===== config.mk =====
export PLATFORM = sky130hd
export DESIGN_NAME = mem_bus_arbiter
export DESIGN_NICKNAME = d
export VERILOG_FILES = /design/src/rtl/mem_bus_arbiter.sv
export SDC_FILE = /design/constraint.sdc
export NUM_CORES = 1
export LEC_CHECK = 0
export BUFFER_PORTS_ARGS = -buffer_cell sky130_fd_sc_hd__buf_2
export CAP_MARGIN = 10
export CELL_PAD_IN_SITES_DETAIL_PLACEMENT = 0
export CELL_PAD_IN_SITES_GLOBAL_PLACEMENT = 1
export CORE_AREA = 2 2 546 548
export CTS_CLUSTER_DIAMETER = 30
export CTS_CLUSTER_SIZE = 8
export DETAILED_ROUTE_END_ITERATION = 7
export DIE_AREA = 0 0 548 550
export GPL_TIMING_DRIVEN = 0
export PLACE_DENSITY = 0.3
export SLEW_MARGIN = 20
export SYNTH_ARGS = -nofsm -noshare
export SYNTH_HDL_FRONTEND = slang
export SYNTH_SLANG_ARGS = --single-unit

===== constraint.sdc =====
create_clock -name clk -period 5.2 [get_ports clk]
set_input_delay 0.26 -clock clk [delete_from_list [all_inputs] [get_ports clk]]
set_output_delay 0.26 -clock clk [all_outputs]
set_load 0.01 [all_outputs]

===== src/rtl/mem_bus_arbiter.sv =====
// Round-robin arbiter sharing one memory bus between the icache and dcache miss engines.
// Sequences whole-line reads (fills) and writebacks, returning fill beats to the granted cache.
module mem_bus_arbiter #(
  parameter int              ADDR_W = 64,
  parameter int              DATA_W = 64,
  parameter int              TAG_W  = 13,
  parameter int              BEATS  = 8,
  parameter logic [TAG_W-1:0] TAG_RD = 13'h1100,
  parameter logic [TAG_W-1:0] TAG_WR = 13'h1200
) (
  input  logic                      clk,
  input  logic                      reset,
  input  logic                      i_req,
  input  logic                      i_wr,
  input  logic [ADDR_W-1:0]         i_addr,
  input  logic [BEATS*DATA_W-1:0]   i_wdata,
  output logic                      i_rvalid,
  output logic                      i_done,
  input  logic                      d_req,
  input  logic                      d_wr,
  input  logic [ADDR_W-1:0]         d_addr,
  input  logic [BEATS*DATA_W-1:0]   d_wdata,
  output logic                      d_rvalid,
  output logic                      d_done,
  output logic [DATA_W-1:0]         rdata,
  output logic [$clog2(BEATS)-1:0]  rbeat,
  output logic                      bus_reqcyc,
  input  logic                      bus_reqack,
  output logic [DATA_W-1:0]         bus_req,
  output logic [TAG_W-1:0]          bus_reqtag,
  input  logic                      bus_respcyc,
  output logic                      bus_respack,
  input  logic [DATA_W-1:0]         bus_resp,
  input  logic [TAG_W-1:0]          bus_resptag
);

  localparam int BEAT_W = $clog2(BEATS);
  localparam int OFF_W  = $clog2(BEATS * DATA_W / 8);
  localparam logic [ADDR_W-1:0] LINE_MASK = {ADDR_W{1'b1}} << OFF_W;
  localparam logic [BEAT_W-1:0] LAST_BEAT = BEAT_W'(BEATS - 1);

  typedef enum logic [2:0] {IDLE, ADDR, WDATA, RWAIT, DONE} state_t;

  state_t            state_reg;
  logic [BEAT_W-1:0] beat_reg;
  logic              last_grant_reg;  // 1 = dcache
  logic              grant_reg;
  logic              wr_reg;

  logic [DATA_W-1:0] i_beat [BEATS];
  logic [DATA_W-1:0] d_beat [BEATS];

  generate
    for (genvar gi = 0; gi < BEATS; gi++) begin : g_beats
      assign i_beat[gi] = i_wdata[gi*DATA_W +: DATA_W];
      assign d_beat[gi] = d_wdata[gi*DATA_W +: DATA_W];
    end
  endgenerate

  logic              grant_pick;
  logic              pick_wr;
  logic [ADDR_W-1:0] pick_addr;
  logic [BEAT_W-1:0] beat_next;
  logic              last_beat;

  always_comb begin
    grant_pick = (i_req && d_req) ? !last_grant_reg : d_req;
    pick_wr    = grant_pick ? d_wr : i_wr;
    pick_addr  = (grant_pick ? d_addr : i_addr) & LINE_MASK;
    beat_next  = beat_reg + BEAT_W'(1);
    last_beat  = (beat_reg == LAST_BEAT);
  end

  // Fill beats are only taken while waiting for them and only with the read tag.
  assign bus_respack = (state_reg == RWAIT) && bus_respcyc && (bus_resptag == TAG_RD);

  always_ff @(posedge clk) begin
    if (!reset) begin
      state_reg      <= IDLE;
      beat_reg       <= '0;
      last_grant_reg <= 1'b1;
      grant_reg      <= 1'b0;
      wr_reg         <= 1'b0;
      i_rvalid       <= 1'b0;
      d_rvalid       <= 1'b0;
      i_done         <= 1'b0;
      d_done         <= 1'b0;
      rdata          <= '0;
      rbeat          <= '0;
      bus_reqcyc     <= 1'b0;
      bus_req        <= '0;
      bus_reqtag     <= '0;
    end else begin
      i_rvalid <= 1'b0;
      d_rvalid <= 1'b0;
      i_done   <= 1'b0;
      d_done   <= 1'b0;
      case (state_reg)
        IDLE: begin
          if (i_req || d_req) begin
            grant_reg      <= grant_pick;
            last_grant_reg <= grant_pick;
            wr_reg         <= pick_wr;
            bus_reqcyc     <= 1'b1;
            bus_req        <= DATA_W'(pick_addr);
            bus_reqtag     <= pick_wr ? TAG_WR : TAG_RD;
            state_reg      <= ADDR;
          end
        end
        ADDR: begin
          if (bus_reqack) begin
            beat_reg <= '0;
            if (wr_reg) begin
              bus_req    <= grant_reg ? d_beat[0] : i_beat[0];
              bus_reqtag <= TAG_WR;
              state_reg  <= WDATA;
            end else begin
              bus_reqcyc <= 1'b0;
              bus_req    <= '0;
              bus_reqtag <= '0;
              state_reg  <= RWAIT;
            end
          end
        end
        WDATA: begin
          if (bus_reqack) begin
            if (last_beat) begin
              beat_reg   <= '0;
              bus_reqcyc <= 1'b0;
              bus_req    <= '0;
              bus_reqtag <= '0;
              d_done     <= grant_reg;
              i_done     <= !grant_reg;
              state_reg  <= DONE;
            end else begin
              beat_reg <= beat_next;
              bus_req  <= grant_reg ? d_beat[beat_next] : i_beat[beat_next];
            end
          end
        end
        RWAIT: begin
          if (bus_respack) begin
            rdata    <= bus_resp;
            rbeat    <= beat_reg;
            d_rvalid <= grant_reg;
            i_rvalid <= !grant_reg;
            beat_reg <= beat_next;
            // Last fill beat and the done pulse appear in the same cycle.
            if (last_beat) begin
              d_done    <= grant_reg;
              i_done    <= !grant_reg;
              state_reg <= DONE;
            end
          end
        end
        DONE:    state_reg <= IDLE;
        default: state_reg <= IDLE;
      endcase
    end
  end

endmodule


### Yosys cells after proc, flatten, opt, wreduce, memory -nomap -nowiden

Index checks and enable logic that the tools add are counted.

| operators by class | value |
|---|---|
| equality and inequality tests | 11 |
| muxes and demuxes | 50 |
| bitwise logic cells | 1 |
| reductions and logical operators | 17 |
| $lt $le $gt $ge | 1 |
| add/subtract/negate cells | 1 |

Operators with widths:

| operator | count |
|---|---|
| 64-bit two-way mux | 12 |
| 64-bit binary-select mux with 3-bit select | 2 |
| 64-bit case mux with 3 select lines | 1 |
| 13-bit two-way mux | 5 |
| 13-bit case mux with 3 select lines | 1 |
| 3-bit two-way mux | 9 |
| 1-bit two-way mux | 14 |
| 13-bit equality test (second input constant) | 1 |
| 2-bit != test (second input constant) | 6 |
| 3-bit case mux with 4 select lines | 1 |
| 4-bit AND reduction | 3 |
| 10-bit two-way mux | 1 |
| 3-bit case mux with 3 select lines | 1 |
| 3-bit by 2-bit equality test with 1-bit output (second input constant) | 2 |
| 6-bit AND reduction | 1 |
| 3-bit nonzero test | 2 |
| 5-bit AND reduction | 1 |
| 4-bit >= comparator (second input constant) | 1 |
| 3-bit NOT with 4-bit output | 1 |
| 1-bit case mux with 2 select lines | 2 |
| 2-bit AND reduction | 2 |
| 3-bit by 1-bit adder with 3-bit output (second input constant) | 1 |
| 3-bit by 1-bit equality test with 1-bit output (second input constant) | 1 |
| 3-bit equality test (second input constant) | 1 |
| 6 further kinds | 9 |

| storage, ports and cells | value |
|---|---|
| logic and storage cells | 95 |
| register bits after elaboration | 158 |

### Depth between registers and ports, before layout

Gate-level depths: netlist of the first run.

| depth | value |
|---|---|
| depth after elaboration | 9 |
| depth in mapped cells | 10 |

### Worst setup path before layout of the first run

OpenSTA, ideal clock, no wires.

| path | value |
|---|---|
| path type | register -> register |
| from | register beat_reg[0] |
| to | register bus_req[20] |
| required time | 5068 ps |
| stages on the path, launching flop included | 11 |
| path buffers | 3 |
| clock period less this slack | 2252 ps |
| library setup time | 132 ps |
| data arrival time | 2120 ps |
| slack | 2948 ps |
| cells stage by stage | dfxtp_1 -> ha_1 -> ha_1 -> buf_4 -> buf_4 -> clkbuf_1 -> mux4_2 -> a22oi_1 -> o21ai_1 -> a21oi_1 -> a21oi_1 |

| between the ends | value |
|---|---|
| word-level cells in the longest chain between the ends | 9 |
| elaborated cells on any way between the ends | 13 |
| classes of those cells | add/sub (1); eq/ne (1); mux (10); bitwise (1) |

Ends and longest elaborated chain:

| what | RTL line | RTL |
|---|---|---|
| from (decl) | 45 | `logic [BEAT_W-1:0] beat_reg;` |
| from (signal assigned) | 136 | `beat_reg <= beat_next;` |
| from (signal assigned) | 147 | `beat_reg <= beat_next;` |
| 3-bit by 1-bit adder with 3-bit output | 70 | `beat_next = beat_reg + BEAT_W'(1);` |
| 3-bit NOT with 4-bit output (implied by the code) | 137 | `bus_req <= grant_reg ? d_beat[beat_next] : i_beat[beat_next];` |
| 64-bit binary-select mux with 3-bit select | 137 |  |
| 64-bit two-way mux (implied by the code) (2 in series) | 137 |  |
| 64-bit two-way mux | 137 |  |
| 64-bit two-way mux (*) | 127 | `if (last_beat) begin` |
| 64-bit two-way mux (*) | 126 | `if (bus_reqack) begin` |
| 64-bit case mux with 3 select lines (*) | 98 | `case (state_reg)` |
| to (signal assigned) | 105 | `bus_req <= DATA_W'(pick_addr);` |
| to (signal assigned) | 114 | `bus_req <= grant_reg ? d_beat[0] : i_beat[0];` |
| to (signal assigned) | 137 |  |
| to (decl) | 29 | `output logic [DATA_W-1:0] bus_req,` |

Mark *: on every way between the ends. The rest lies on a longest branch, timed or not. The select of a mux whose other input is x is not followed.
A chain may end at the register's enable or synchronous reset.

### Final worst setup path of the first run

| path | value |
|---|---|
| from | register beat_reg[1] |
| to | register bus_req[38] |

The elaborated chain is that of the path after synthesis.

==> results.tsv, run 1 <==
stage	metric	value	unit
die	core-area	295500	um^2
clock_tree	cts_max_level	4	
min_path	hp-class	input pin to flop	
die	dieWidth	548	um
timing	final-max-slew-violation-count	0	
finish	multi_input_area	11760	um^2
finish	ff_latch_area	2963	um^2
placement	dpl.hpwl	245300	um
critical_path	cp.arrival	5.07	ns
yosys	muxShareOfSynthArea	45.63	%
pwr	ir_drop	208.9	uV
placement	dpl.cell_count	6947	
critical_path	start_kind	flop	
clock_tree	cts-buffers-inserted	25	
placement	pre_cts_slack	0.4559	ns
yosys	synth_ff_type	dfxtp_1	
routing	wl	271400	um
routing	drtIter0Drc	1673	
clock_tree	post_cts_buffers	0	
routing	drtAntennaViolNets	0	
critical_path	cp_num_buf_inv	3	
routing	route.vias.total	22960	
routing	wire_per_inst	37.90	um
yosys	ys_top_cells_by_area	mux2i_1 (23%), mux4_2 (22%), dfxtp_1 (19%), a22oi_1 (6.7%), nand2_1 (3.6%)	
die	die_area	301400	um^2
clock_tree	cts_sinks	148	
yosys	synth_top_family_by_area	multiplexers	
finish	final_common_cell	buf_2	
global_route	first_global_vias	23060	
clock_tree	cts-resized-gates	0	
routing	drt-vias-per-instance	3.206	
yosys	synth_cell_types	51	
global_route	grt.overflow.total	0	
yosys	yosys.area_share.xor_xnor	0.05567	%
global_route	grt_first_pass_wirelength	321500	um
finish	instances_no_fill	7160	
yosys	synth-simple-area-share	6.745	%
yosys	yosys_warnings	0	
pwr	power.density	246.5	nW/um^2
pwr	leakage	10.95	nW
placement	gp_congestion	0.8724	
timing	fin_ws	0.5084	ns
critical_path	slowest_stage	clkbuf_1	
flow_run	cap_violations	0	
yosys	ys_seq_elements	148	
routing	met1Wirelength	109500	um
global_route	grt_max_degree	19	
critical_path	required	5.58	ns
die	rows	200	
outcome	status	complete, no violations	
timing	rsz0062_at_grt	false	
die	die_h	550	um
clock_tree	cts_tree	built	
timing	fin_crit_sh	90.22	%
finish	num-nets-final	4335	
die	io_pins	1387	
yosys	syn_area_per_cell	9.651	um^2
routing	top_layer	met5	
finish	largestRegisters	bus_req x64, rdata x64	
yosys	synth_edf_count	0	
placement	io_buffers	1364	
timing	maxSlewHeadroom	24.02	%
critical_path	crit_path_end_kind	flop	
critical_path	path_cells	ha_1 -> ha_1 -> buf_4 -> clkbuf_1 -> buf_2 -> mux4_2 -> mux2i_1 -> o21ai_1 -> a21oi_1 -> a21oi_1	
timing	max_freq	213.1	MHz
timing	setup_viol	0	
timing	fin_worst_skew	0.04752	ns
routing	first_pass_iters	5	
critical_path	crit_fanout	10	
timing	fin_crit	4.692	ns
yosys	synth_compound_area_share	21.67	%
die	initial_core_util	5.323	%
finish	area_growth	86.32	%
routing	route.met2.wl	125600	um
yosys	yosysSeqAreaShare	18.83	%
finish	final_cell_mix	buf_2 (1,416), mux2i_1 (357), mux4_2 (156), nand2_1 (150), dfxtp_1 (148)	
timing	tightest_slew	1.140	ns
yosys	synth_area_leader_cell	mux2i_1	
placement	dpl_cell_area	27680	um^2
clock_tree	max-clock-path-buffers	3	
finish	design_area	29310	um^2
routing	drc	0	
yosys	async_flop_share	0	%
clock_tree	worstSkewPairLatency	0.58	ns
finish	fillCellCount	34730	
critical_path	critical_path_class	flop to flop	
routing	met3WireLength	29620	um
clock_tree	path_clk_slew	0.09	ns
finish	drive_gt1_share	54.77	%
global_route	grt_antenna_before_repair	340	
critical_path	cp_top_family	buffers and inverters	
clock_tree	root_buffer	clkbuf_16	
yosys	synth-adder-area-share	0.1591	%
timing	hold_viol_final	0	
yosys	synth_cells	1630	
critical_path	critPathMaxStageDelay	0.83	ns
yosys	netlist_area	15730	um^2
global_route	track_usage	17.32	%
timing	finalSetupTns	0	ns
yosys	synth_top_area_share	23.22	%
==> synthesized netlist by cell type (5+ instances only) <==
master and instances:
a21boi_1 72, nand2_1 150, nor2_1 32, buf_4 34
buf_2 50, nand3_1 27, o21ai_1 59, o22ai_1 40
a21o_1 7, o21ai_0 25, clkbuf_1 86, mux2i_1 365
dfxtp_1 148, a21oi_1 98, a31oi_1 25, a22oi_1 140
buf_1 5, nor2b_1 5, mux4_2 156, buf_6 20
o2bb2ai_1 20, o21a_1 19, and2_1 5
==> metrics by stage <==
stage	util (%)	hold WS, ns	total power, mW
final	9.918	0.04254	7.225
after global routing	9.849	0.01620	7.572
after CTS	9.816	0.006182	7.471
after detailed placement	9.365	0.4440	5.564
after global placement	9.312	0.4395	5.530
after floorplan	-	0.3948	3.103
==> area by class of cell <==
class | count | area share (%)
timing repair buffer | 1430 | 25.71
inverter | 3 | 0.03842
sequential | 148 | 10.11
buffer | 195 | 3.739
antenna | 119 | 1.016
clock inverter | 5 | 0.1878
clock buffer | 28 | 2.275
tap | 3939 | 16.81
multi-input combinational | 1293 | 40.11
==> power by group <==
part | leakage [nW] | total (mW) | internal (mW) | switching, mW
Combinational | 9.39 | 4.12 | 1.44 | 2.69
Sequential | 1.21 | 1.37 | 1.28 | 0.0830
Clock | 0.353 | 1.74 | 0.957 | 0.779
Total | 11.0 | 7.22 | 3.68 | 3.55
==> layer usage <==
metal	vias to the layer above	GRT usage, %
li1	9477	-
met1	11270	20.64
met2	1581	28.75
met3	434	7.707
met4	192	3.094
met5	-	0
==> worst reg2reg max path, cell delays in order, from the launching register on <==
cell	delay, ns
dfxtp_1	0.42
ha_1	0.23
ha_1	0.28
buf_4	0.27
clkbuf_1	0.86
buf_2	0.68
mux4_2	0.45
mux2i_1	0.61
o21ai_1	0.12
a21oi_1	0.45
a21oi_1	0.14
==> kinds of logic (layout without fill, tap and decap cells) <==
group | after synthesis | in the layout
xor gates and xnor gates | 1 | 1
buffers and inverters | 198 | 1661
and+or+nand+nor | 239 | 239
muxes | 522 | 522
AOI/OAI and AO/OA | 519 | 519
adders and majority gates | 2 | 2
other | 1 | 129
DFF | 148 | 148
==> final timing paths <==
kind                            startpoint                        to  slack, ns  cells after the start
hold / removal                bus_resp[22]    rdata[22]$_SDFFE_PN0P_       0.04                      3
setup reg to reg  beat_reg[1]$_SDFFE_PN0P_  bus_req[38]$_SDFFE_PN0P_       0.51                     10
setup / recovery  beat_reg[1]$_SDFFE_PN0P_  bus_req[38]$_SDFFE_PN0P_       0.51                     10
hold reg to reg     rdata[39]$_SDFFE_PN0P_    rdata[39]$_SDFFE_PN0P_       0.45                      2
==> what timing repair did <==
action                                  4_1_cts  5_1_grt
hold buffers                                 61        0
endpoints found under the setup margin        0        0
hold endpoints to repair                     61        0
Power figures use the tool's default switching activity.
==> inputs of run 2 (changes only) <==
==> constraint.sdc (replaced) <==
create_clock -name clk -period 5.9 [get_ports clk]
set_input_delay 0.295 -clock clk [delete_from_list [all_inputs] [get_ports clk]]
set_output_delay 0.295 -clock clk [all_outputs]
set_load 0.01 [all_outputs]
==> run 2 against run 1 <==
Net effect: worst setup slack improved by 0.63 ns; non-clock buffer count decreased by 5; global-route usage about the same; combinational power decreased by 12%; highest routed layer unchanged; clock power decreased by 12%; via count increased by 0.14%; critical path depth unchanged; sequential power decreased by 12%; cell count decreased by 0.28%; core utilization about the same; power decreased by 12%; clock skew decreased by 0.0035 ns.
==> results.tsv, run 2 (synthesis gave the netlist of run 1 again) <==
stage	metric	value	unit	change
outcome	status	complete, no violations		
global_route	first_global_vias	23020		-0.14%
critical_path	critical_path_class	flop to flop		
global_route	grt_antenna_before_repair	341		+0.29%
placement	io_buffers	1364		unchanged
critical_path	cp.arrival	5.14	ns	+0.07 ns
finish	instances_no_fill	7140		-0.28%
finish	largestRegisters	bus_req x64, rdata x64		
timing	max_freq	210.1	MHz	-1.4%
finish	num-nets-final	4330		-0.12%
timing	tightest_slew	1.159	ns	+0.01891 ns
pwr	power.density	217.7	nW/um^2	-12%
timing	rsz0062_at_grt	false		
clock_tree	cts_tree	built		
die	core-area	295500	um^2	unchanged
routing	drtIter0Drc	1620		-3.2%
critical_path	crit_path_end_kind	flop		
global_route	track_usage	17.31	%	about the same
die	rows	200		unchanged
pwr	leakage	10.93	nW	-0.19%
timing	finalSetupTns	0	ns	unchanged
timing	whs	0.06514	ns	+0.02261 ns
timing	hold_viol_final	0		unchanged
die	io_pins	1387		unchanged
timing	final-max-slew-violation-count	0		unchanged
finish	final_common_cell	buf_2		
routing	drt-vias-per-instance	3.220		+0.42%
pwr	ir_drop	183.7	uV	-12%
die	initial_core_util	5.323	%	unchanged
min_path	hp-class	input pin to flop		
routing	route.vias.total	22990		+0.14%
finish	area_growth	85.76	%	
clock_tree	max-clock-path-buffers	3		unchanged
die	dieWidth	548	um	unchanged
flow_run	cap_violations	0		unchanged
global_route	grt_first_pass_wirelength	321400	um	about the same
timing	maxSlewHeadroom	22.75	%	-1.3 points
placement	dpl.hpwl	245300	um	unchanged
critical_path	required	6.28	ns	+0.70 ns
routing	drtAntennaViolNets	0		unchanged
clock_tree	cts-resized-gates	0		unchanged
die	die_h	550	um	unchanged
clock_tree	cts_max_level	4		unchanged
critical_path	crit_fanout	10		unchanged
clock_tree	root_buffer	clkbuf_16		
die	die_area	301400	um^2	unchanged
clock_tree	cts_sinks	148		unchanged
routing	first_pass_iters	7		+2
placement	dpl.cell_count	6947		unchanged
global_route	grt.overflow.total	0		unchanged
timing	fin_worst_skew	0.04407	ns	-0.003456 ns
placement	dpl_cell_area	27680	um^2	unchanged
critical_path	start_kind	flop		
placement	gp_congestion	0.8724		unchanged
clock_tree	path_clk_slew	0.09	ns	about the same
routing	wire_per_inst	38.00	um	+0.26%
timing	setup_viol	0		unchanged
pwr	power	6.361	mW	-12%
routing	drc	0		unchanged
global_route	grt_max_degree	19		unchanged
clock_tree	worstSkewPairLatency	0.58	ns	about the same
clock_tree	cts-buffers-inserted	25		unchanged
finish	final_cell_mix	buf_2 (1,416), mux2i_1 (357), mux4_2 (156), nand2_1 (150), dfxtp_1 (148)		
routing	wl	271300	um	about the same
timing	fin_crit_sh	80.65	%	-9.6 points
finish	design_area	29220	um^2	-0.30%
finish	drive_gt1_share	54.86	%	+0.088 points
timing	fin_crit	4.759	ns	+0.06693 ns
[run 2: cell count changes in the layout (fill, tap and decap cells not counted), sizes merged]
cell         change
diode           -15
dlygate4sd3      -5
[run 2: metal layers]
metal	global-route usage, %	up-vias	routed length (um)
li1	-	9445	-
met1	20.56	11330	109300
met2	28.75	1595	126000
met3	7.837	425	29710
met4	3.065	190	5022
met5	0	-	1257
[run 2: final cells by class]
| cell class | count | area, um^2 |
|---|---|---|
| diodes | 104 | 260.3 |
| clock inverters | 5 | 55.05 |
| plain buffers | 195 | 1096 |
| fillers | 34730 | 266300 |
| flip-flops and latches | 148 | 2963 |
| multi-input cells | 1293 | 11760 |
| well taps | 3939 | 4928 |
| clock buffers | 28 | 666.9 |
| repair buffers | 1425 | 7486 |
| inverters | 3 | 11.26 |
[run 2: metrics by stage]
step	util [%]	setup slack, ns
finish	9.888	1.141
global route	9.832	0.9952
CTS	9.799	1.099
detailed placement	9.365	1.156
global placement	9.312	1.043
floorplan	-	3.648
[run 2: path summary, 6_finish.rpt]
check                           depth (start not counted)  slack, ns                     start                  endpoint
worst min-delay path                                    3       0.07              bus_resp[26]    rdata[26]$_SDFFE_PN0P_
worst max register to register                         10       1.14  beat_reg[0]$_SDFFE_PN0P_  bus_req[38]$_SDFFE_PN0P_
worst max-delay path                                   10       1.14  beat_reg[0]$_SDFFE_PN0P_  bus_req[38]$_SDFFE_PN0P_
worst min register to register                          2       0.45    rdata[39]$_SDFFE_PN0P_    rdata[39]$_SDFFE_PN0P_
[run 2: timing repair]
| item | CTS | global route |
|---|---|---|
| setup endpoints to repair | 0 | 0 |
| endpoints found under the hold margin | 56 | 0 |
| hold buffers | 56 | 0 |
| setup buffers | 0 | 0 |
[run 2: critical path, cell delays in order (launching register included)]
cell	delay, ns
dfxtp_1	0.42
ha_1	0.25
ha_1	0.28
buf_4	0.27
clkbuf_1	0.87
buf_2	0.69
mux4_2	0.40
mux2i_1	0.65
o21ai_1	0.11
a21oi_1	0.42
a21oi_1	0.13
[run 2: power by group]
part           switching (mW)  internal, mW
Clock                   0.683         0.844
Sequential             0.0737          1.13
Combinational            2.37          1.26
Total                    3.12          3.24
